==> src/rtl/register_file_pkg.sv <==
// Shared defaults and helpers for the register file.
// Tap indices and bank sizing live here.
package register_file_pkg;

    localparam int RF_DATA_WIDTH = 8;
    localparam int RF_ADDR_WIDTH = 3;

    localparam int RF_PC_ADDR   = 0;
    localparam int RF_DPTR_ADDR = 2;
    localparam int RF_ACC_ADDR  = 3;
    localparam int RF_TEMP_ADDR = 5;

    function automatic int rf_depth(input int addr_width);
        return 1 << addr_width;
    endfunction

endpackage

==> src/rtl/rf_shadow_bank.sv <==
// DEPTH x DATA_WIDTH register bank.
// Whole-bank parallel load, parallel output.
module rf_shadow_bank
    import register_file_pkg::*;
#(
    parameter int DATA_WIDTH = RF_DATA_WIDTH,
    parameter int DEPTH      = rf_depth(RF_ADDR_WIDTH)
) (
    input  logic                             clk,
    input  logic                             rst,
    input  logic                             load,
    input  logic [DEPTH-1:0][DATA_WIDTH-1:0] load_data,
    output logic [DEPTH-1:0][DATA_WIDTH-1:0] bank
);

    logic [DEPTH-1:0][DATA_WIDTH-1:0] bank_d;
    logic [DEPTH-1:0][DATA_WIDTH-1:0] bank_q;

    // Select next bank contents: hold or load all entries
    always_comb begin
        bank_d = bank_q;
        if (load) begin
            bank_d = load_data;
        end
    end

    // Bank storage with synchronous clear
    always_ff @(posedge clk) begin
        if (rst) begin
            bank_q <= '0;
        end else begin
            bank_q <= bank_d;
        end
    end

    assign bank = bank_q;

endmodule

==> src/rtl/register_file.sv <==
// Two-read one-write register file with PC increment,
// optional write bypass and a shadow bank for save/restore/swap.
module register_file
    import register_file_pkg::*;
#(
    parameter int DATA_WIDTH = RF_DATA_WIDTH,
    parameter int ADDR_WIDTH = RF_ADDR_WIDTH,
    parameter bit BYPASS     = 1'b1,
    parameter int PC_ADDR    = RF_PC_ADDR,
    parameter int DPTR_ADDR  = RF_DPTR_ADDR,
    parameter int ACC_ADDR   = RF_ACC_ADDR,
    parameter int TEMP_ADDR  = RF_TEMP_ADDR
) (
    input  logic                  clk,
    input  logic                  rst,
    input  logic                  wr_en,
    input  logic [ADDR_WIDTH-1:0] w_addr,
    input  logic [DATA_WIDTH-1:0] w_data,
    input  logic [ADDR_WIDTH-1:0] ra_addr,
    input  logic [ADDR_WIDTH-1:0] rb_addr,
    input  logic                  pc_inc,
    input  logic                  save,
    input  logic                  restore,
    output logic [DATA_WIDTH-1:0] busA,
    output logic [DATA_WIDTH-1:0] busB,
    output logic [DATA_WIDTH-1:0] PC,
    output logic [DATA_WIDTH-1:0] DPTR,
    output logic [DATA_WIDTH-1:0] A,
    output logic [DATA_WIDTH-1:0] TEMP,
    output logic                  shadow_valid
);

    localparam int DEPTH = rf_depth(ADDR_WIDTH);

    logic [DEPTH-1:0][DATA_WIDTH-1:0] live;
    logic [DEPTH-1:0][DATA_WIDTH-1:0] live_d;
    logic [DEPTH-1:0][DATA_WIDTH-1:0] shadow;
    logic                             shadow_valid_d;
    logic                             shadow_valid_q;

    // Live-bank next state: restore beats write beats increment
    always_comb begin
        live_d = live;
        if (restore) begin
            live_d = shadow;
        end else begin
            if (pc_inc) begin
                live_d[PC_ADDR] = live[PC_ADDR] + DATA_WIDTH'(1);
            end
            if (wr_en) begin
                live_d[w_addr] = w_data;
            end
        end
    end

    rf_shadow_bank #(
        .DATA_WIDTH (DATA_WIDTH),
        .DEPTH      (DEPTH)
    ) u_live (
        .clk       (clk),
        .rst       (rst),
        .load      (1'b1),
        .load_data (live_d),
        .bank      (live)
    );

    // Shadow samples the pre-edge live bank, so save+restore swaps
    rf_shadow_bank #(
        .DATA_WIDTH (DATA_WIDTH),
        .DEPTH      (DEPTH)
    ) u_shadow (
        .clk       (clk),
        .rst       (rst),
        .load      (save),
        .load_data (live),
        .bank      (shadow)
    );

    // Sticky flag once any save has landed
    always_comb begin
        shadow_valid_d = shadow_valid_q | save;
    end

    // Shadow-valid flag register
    always_ff @(posedge clk) begin
        if (rst) begin
            shadow_valid_q <= 1'b0;
        end else begin
            shadow_valid_q <= shadow_valid_d;
        end
    end

    // Read ports with optional same-cycle write forwarding
    always_comb begin
        busA = live[ra_addr];
        busB = live[rb_addr];
        if (BYPASS && wr_en && !restore) begin
            if (ra_addr == w_addr) begin
                busA = w_data;
            end
            if (rb_addr == w_addr) begin
                busB = w_data;
            end
        end
    end

    assign PC           = live[PC_ADDR];
    assign DPTR         = live[DPTR_ADDR];
    assign A            = live[ACC_ADDR];
    assign TEMP         = live[TEMP_ADDR];
    assign shadow_valid = shadow_valid_q;

endmodule

==> config.mk <==
export PLATFORM = sky130hd
export DESIGN_NAME = register_file
export DESIGN_NICKNAME = d
export VERILOG_FILES = /design/src/rtl/register_file_pkg.sv /design/src/rtl/rf_shadow_bank.sv /design/src/rtl/register_file.sv
export SDC_FILE = /design/constraint.sdc
export NUM_CORES = 1
export LEC_CHECK = 0
export CAP_MARGIN = 30
export CORE_MARGIN = 10
export CORE_UTILIZATION = 50
export CTS_CLUSTER_SIZE = 14
export DETAILED_ROUTE_END_ITERATION = 8
export PLACE_DENSITY_LB_ADDON = 0.08
export SLEW_MARGIN = 20
export SYNTH_ARGS = -nofsm -noshare
export SYNTH_HDL_FRONTEND = slang
export SYNTH_SLANG_ARGS = --single-unit
==> constraint.sdc <==
create_clock -name clk -period 1.8 [get_ports clk]
set_input_delay 0.27 -clock clk [delete_from_list [all_inputs] [get_ports clk]]
set_output_delay 0.27 -clock clk [all_outputs]
set_load 0.02 [all_outputs]
# Yosys cells after proc, flatten, opt, wreduce, memory -nomap -nowiden
# Cells that the tools add are included.
# word_totals
reg_bits	129
input_bits	23
out_inout_bits	49
word_cells	44
# op_classes
add_sub_neg	1
magnitude_cmp	4
eq_ne	2
muxes	15
bitwise	1
n_reduce_logical	4
# ops
op	count
$mux 64	2
$mux 8	9
$bwmux 64	1
$bmux 8 s3	2
$demux 8 s3	1
$lt 3x4->1 const B	3
$add 8x1->8 const B	1
$eq 3x3->1	2
$ge 3x1->1 const B	1
$logic_and 1x1->1	2
$reduce_bool 2->1	1
$logic_not 1->1	1
$or 1x1->1	1

# Depth between registers and ports, before layout
# logic_depth
depth_word	7
depth_mapped	7
mapped_depth_nobuf	5

# By module
# A second synthesis with hierarchy kept.
# hier_totals
hier_cells	776
area_unflattened_um2	7440.9
# modules_own_cells
mod	instances	cells_per_inst	area_per_inst_um2	seq_area_each_um2
rf_shadow_bank	2	206	2290.9	1281.2
register_file	1	364	2859.0	20.0

# Worst setup path after synthesis
# OpenSTA, ideal clock, no wires.
# synth_timing
path_kind	input port to output port
start	input port restore
end	output port busB[0]
t_arrival_ns	1.667
required_ns	1.530
path_slack_ns	-0.137
path_stages	6
path_buffers	2
cell_sequence	clkbuf_1 nand2b_1 nor4_2 clkbuf_1 nand2_1 o21ai_0
# synth_between
elab_chain_cells	3
# synth_rtl
item	line	rtl
start: declaration	register_file.sv:23	input logic restore,
$logic_not 1->1	register_file.sv:97	if (BYPASS && wr_en && !restore) begin
$logic_and 1x1->1	register_file.sv:97	
$mux 8	register_file.sv:97	
end: declaration	register_file.sv:25	output logic [DATA_WIDTH-1:0] busB,
# Every way passes these cells.

# Worst setup path after layout
# layout_timing
start	register u_live.bank_q, in the netlist u_live.bank[20]
end	output port busB[4]
# layout_between
elab_chain_cells	4
# layout_rtl
item	line	rtl
start: declaration	rf_shadow_bank.sv:17	logic [DEPTH-1:0][DATA_WIDTH-1:0] bank_q;
start signal: assignment	rf_shadow_bank.sv:32	bank_q <= bank_d;
$bmux 8 s3 (*)	register_file.sv:96	busB = live[rb_addr];
$mux 8 (not written as such) (*)	register_file.sv:96	
$mux 8	register_file.sv:101	if (rb_addr == w_addr) begin
$mux 8 (*)	register_file.sv:97	
# Every way passes the cells marked *; elsewhere a longest branch is shown, timed or not. The select of a mux whose other input is x is not followed.

==> impl_metrics.env <==
export IMPL_final_common_cell="mux2i_1"
export IMPL_holdWs_ps=123
export IMPL_ioPinCount=72
export IMPL_cts_tree="done"
export IMPL_r2r_setup_slack_ps=20
export IMPL_failed_checks="setup timing"
export IMPL_routed_via_density=5.68
export IMPL_synthTopCellsByArea="dfxtp_1 38%, mux2i_1 20%, mux4_2 10%, mux2_2 7.9%, nor2_1 6.7%"
export IMPL_path_class="flip-flop to primary output"
export IMPL_clock_latency_ps=420
export IMPL_num_rows=42
export IMPL_wire_per_inst_um=20.9
export IMPL_dpl_cell_area_um2=8280
export IMPL_syn_area_um2=6880
export IMPL_antenna_found_initial=0
export IMPL_stdcell_area_um2=9130
export IMPL_grtUsageTotal_pct=22.1
export IMPL_cp_end_kind="primary output"
export IMPL_synth_edf_count=0
export IMPL_cp_arrival_ps=1710
export IMPL_yosysTopAreaCell="dfxtp_1"
export IMPL_hold_buffers=0
export IMPL_antenna_diode_count=0
export IMPL_outcome="complete, but fails checks"
export IMPL_core_area_um2=13300
export IMPL_crit_path_max_fanout=3
export IMPL_synth_xor_area_share_pct=1.40
export IMPL_cp_start_kind="flip-flop"
export IMPL_synthesis_nets=701
export IMPL_slew_headroom_pct=55.7
export IMPL_path_clk_slew_ps=60
export IMPL_cts_buffers=17
export IMPL_fin_ws_ps=-181
export IMPL_final_cell_mix="130 x mux2i_1, 123 x nor2_1, 109 x buf_4"
export IMPL_hold_path_class="primary input to flip-flop"
export IMPL_syn_area_per_cell_um2=10.2
export IMPL_fp_dieW_um=137
export IMPL_clockBufferDepth=2
export IMPL_dieArea_um2=18800
export IMPL_skew_ps=5.87
export IMPL_grtUsageMet3_pct=6.55
export IMPL_synthAdderAreaFrac_pct=0.182
export IMPL_synth_mux_area_share_pct=38.3
export IMPL_slowest_delay_ps=480
export IMPL_crit_path_cell_trace="mux4_2, mux2i_2, o21ai_1, buf_2"
export IMPL_port_buffers=71
export IMPL_syn_inst=677
export IMPL_ys_types=29
export IMPL_synth_top_family_by_area="multiplexers"
export IMPL_h_tree_depth=4
export IMPL_seq_area_um2=2610
export IMPL_fill_cells=1050
export IMPL_yosysWarnings=0
export IMPL_start_util_pct=51.5
export IMPL_wirelength_um=20500
export IMPL_vdd_drop_max_mv=0.666
export IMPL_power_density_nw_per_um2=790
export IMPL_fin_util_pct=68.4
export IMPL_tns_ps=-2110
export IMPL_die_y_um=137
export IMPL_postRouteAntennaNets=0
export IMPL_drtIter0Drc=482
export IMPL_ys_seq_elements=129
export IMPL_multi_input_area_um2=3910
export IMPL_synth_top_flop_cell="dfxtp_1"
export IMPL_grt_max_degree=65
export IMPL_total_power_mw=7.21
export IMPL_synthArstFlopShare_pct=0
export IMPL_rsz0062_at_grt="yes"
export IMPL_cts_root_buf="clkbuf_16"
export IMPL_hold_viol=0
export IMPL_clock_fmax_mhz=505
export IMPL_grt_pass1_vias=5730
export IMPL_grt_busiest_layer="met2"
export IMPL_gr_usage_met1_pct=26.3
export IMPL_dpl_hpwl_um=13600
export IMPL_seq_area_frac_synth_pct=37.6
export IMPL_cap_violations=0
export IMPL_synth_top_area_share_pct=37.6
export IMPL_grt_ovfl_total=0
export IMPL_drive_gt1_share_pct=37.7
export IMPL_finalMaxSlewViolations=0
export IMPL_synth_compound_area_share_pct=3.46
export IMPL_fin_crit_sh_pct=110
export IMPL_place_congestion=0.835
export IMPL_cp_required_ps=1530
export IMPL_finalSetupViolCount=16
export IMPL_fin_nets=821
export IMPL_grt_pass1_wl_um=31800
export IMPL_drc=0
export IMPL_area_growth_pct=32.7
export IMPL_synth_simple_area_share_pct=11.6
export IMPL_detail_route_first_pass_iterations=5
export IMPL_vias=5599
export IMPL_crit_slowest_cell="mux4_2"
export IMPL_grtUsageMet2_pct=37.0
export IMPL_tightest_slew_ps=665
export IMPL_period_needed_ps=1980
export IMPL_power_leakage_nw=4.15
export IMPL_clock_sinks=129
cells in the mapped netlist, types with 2 or more instances:
cell type / instances
mux2i_1: 137
dfxtp_1: 129
nor2_1: 123
mux2_2: 48
nand2_1: 34
buf_4: 33
mux4_2: 32
clkbuf_1: 30
o21ai_0: 23
buf_2: 20
xor2_1: 9
buf_1: 8
nor2b_1: 8
a21oi_1: 7
a211o_1: 5
nand4_1: 5
nand4b_1: 3
nor4bb_1: 3
o21ai_1: 3
a311o_1: 2
buf_6: 2
nand3_1: 2
nor4_2: 2
or3_1: 2
or4b_1: 2
xnor2_1: 2
flip-flops by register name (all words and copies together), names as in the netlist:
| name | flops |
|---|---|
| shadow_valid | 1 |
| u_shadow.bank | 64 |
| u_live.bank | 64 |
cell type report:
cell class,count,share of cell area (%)
clock buffer,21,5.05
clock inverter,10,1.48
multi-input combinational,455,42.8
sequential,129,28.6
tap,176,2.41
timing repair buffer,194,19.6
repair_timing:
action / in CTS / in global routing
pin swaps: 4 / 3
setup endpoints to repair: 53 / 22
resized for setup: 168 / 26
gates cloned: 2 / 0
setup buffers: 10 / 1
per-layer routing:
metal / vias to the layer above / share of wire (%)
met3: 36 / 5.7
li1: 2584 / -
met1: 2777 / 43
met2: 202 / 49
met4: 0 / 2.4
met5: - / 0
kinds of logic (layout without fill, tap and decap cells):
| kind of cell | Yosys count | after routing |
|---|---|---|
| mux | 217 | 217 |
| compound gates | 41 | 41 |
| buf+inv | 93 | 225 |
| flops | 129 | 129 |
| simple gates | 185 | 185 |
| xor+xnor | 11 | 11 |
| fa+ha+maj | 1 | 1 |
critical path, delay by kind of cell (launching register included):
family | cells | cell delay [ps]
multiplexers | 2 | 690
flip-flops | 1 | 340
buffers and inverters | 1 | 160
AO/OA/AOI/OAI | 1 | 90
power breakdown:
| part | switching (mW) | leakage [nW] | internal (mW) |
|---|---|---|---|
| clock network | 1.27 | 0.293 | 2.23 |
| registers | 0.0194 | 1.05 | 2.88 |
| logic | 0.425 | 2.81 | 0.375 |
| total | 1.71 | 4.15 | 5.49 |
final timing paths:
path                     from                end  depth (start not counted)
max           u_live.bank[20]            busB[4]                          4
min                      save  u_shadow.bank[16]                          3
max reg2reg    u_live.bank[0]     u_live.bank[6]                          6
min reg2reg  u_shadow.bank[2]     u_live.bank[2]                          2
stage by stage:
| step | instances | worst slack (ps) |
|---|---|---|
| final | 985 | -181 |
| after global routing | 985 | -239 |
| after global placement | 941 | -960 |
| after CTS | 984 | -203 |
| after floorplan | 677 | -54.6 |
| after detailed placement | 941 | -940 |
Power figures use the tool's default switching activity.
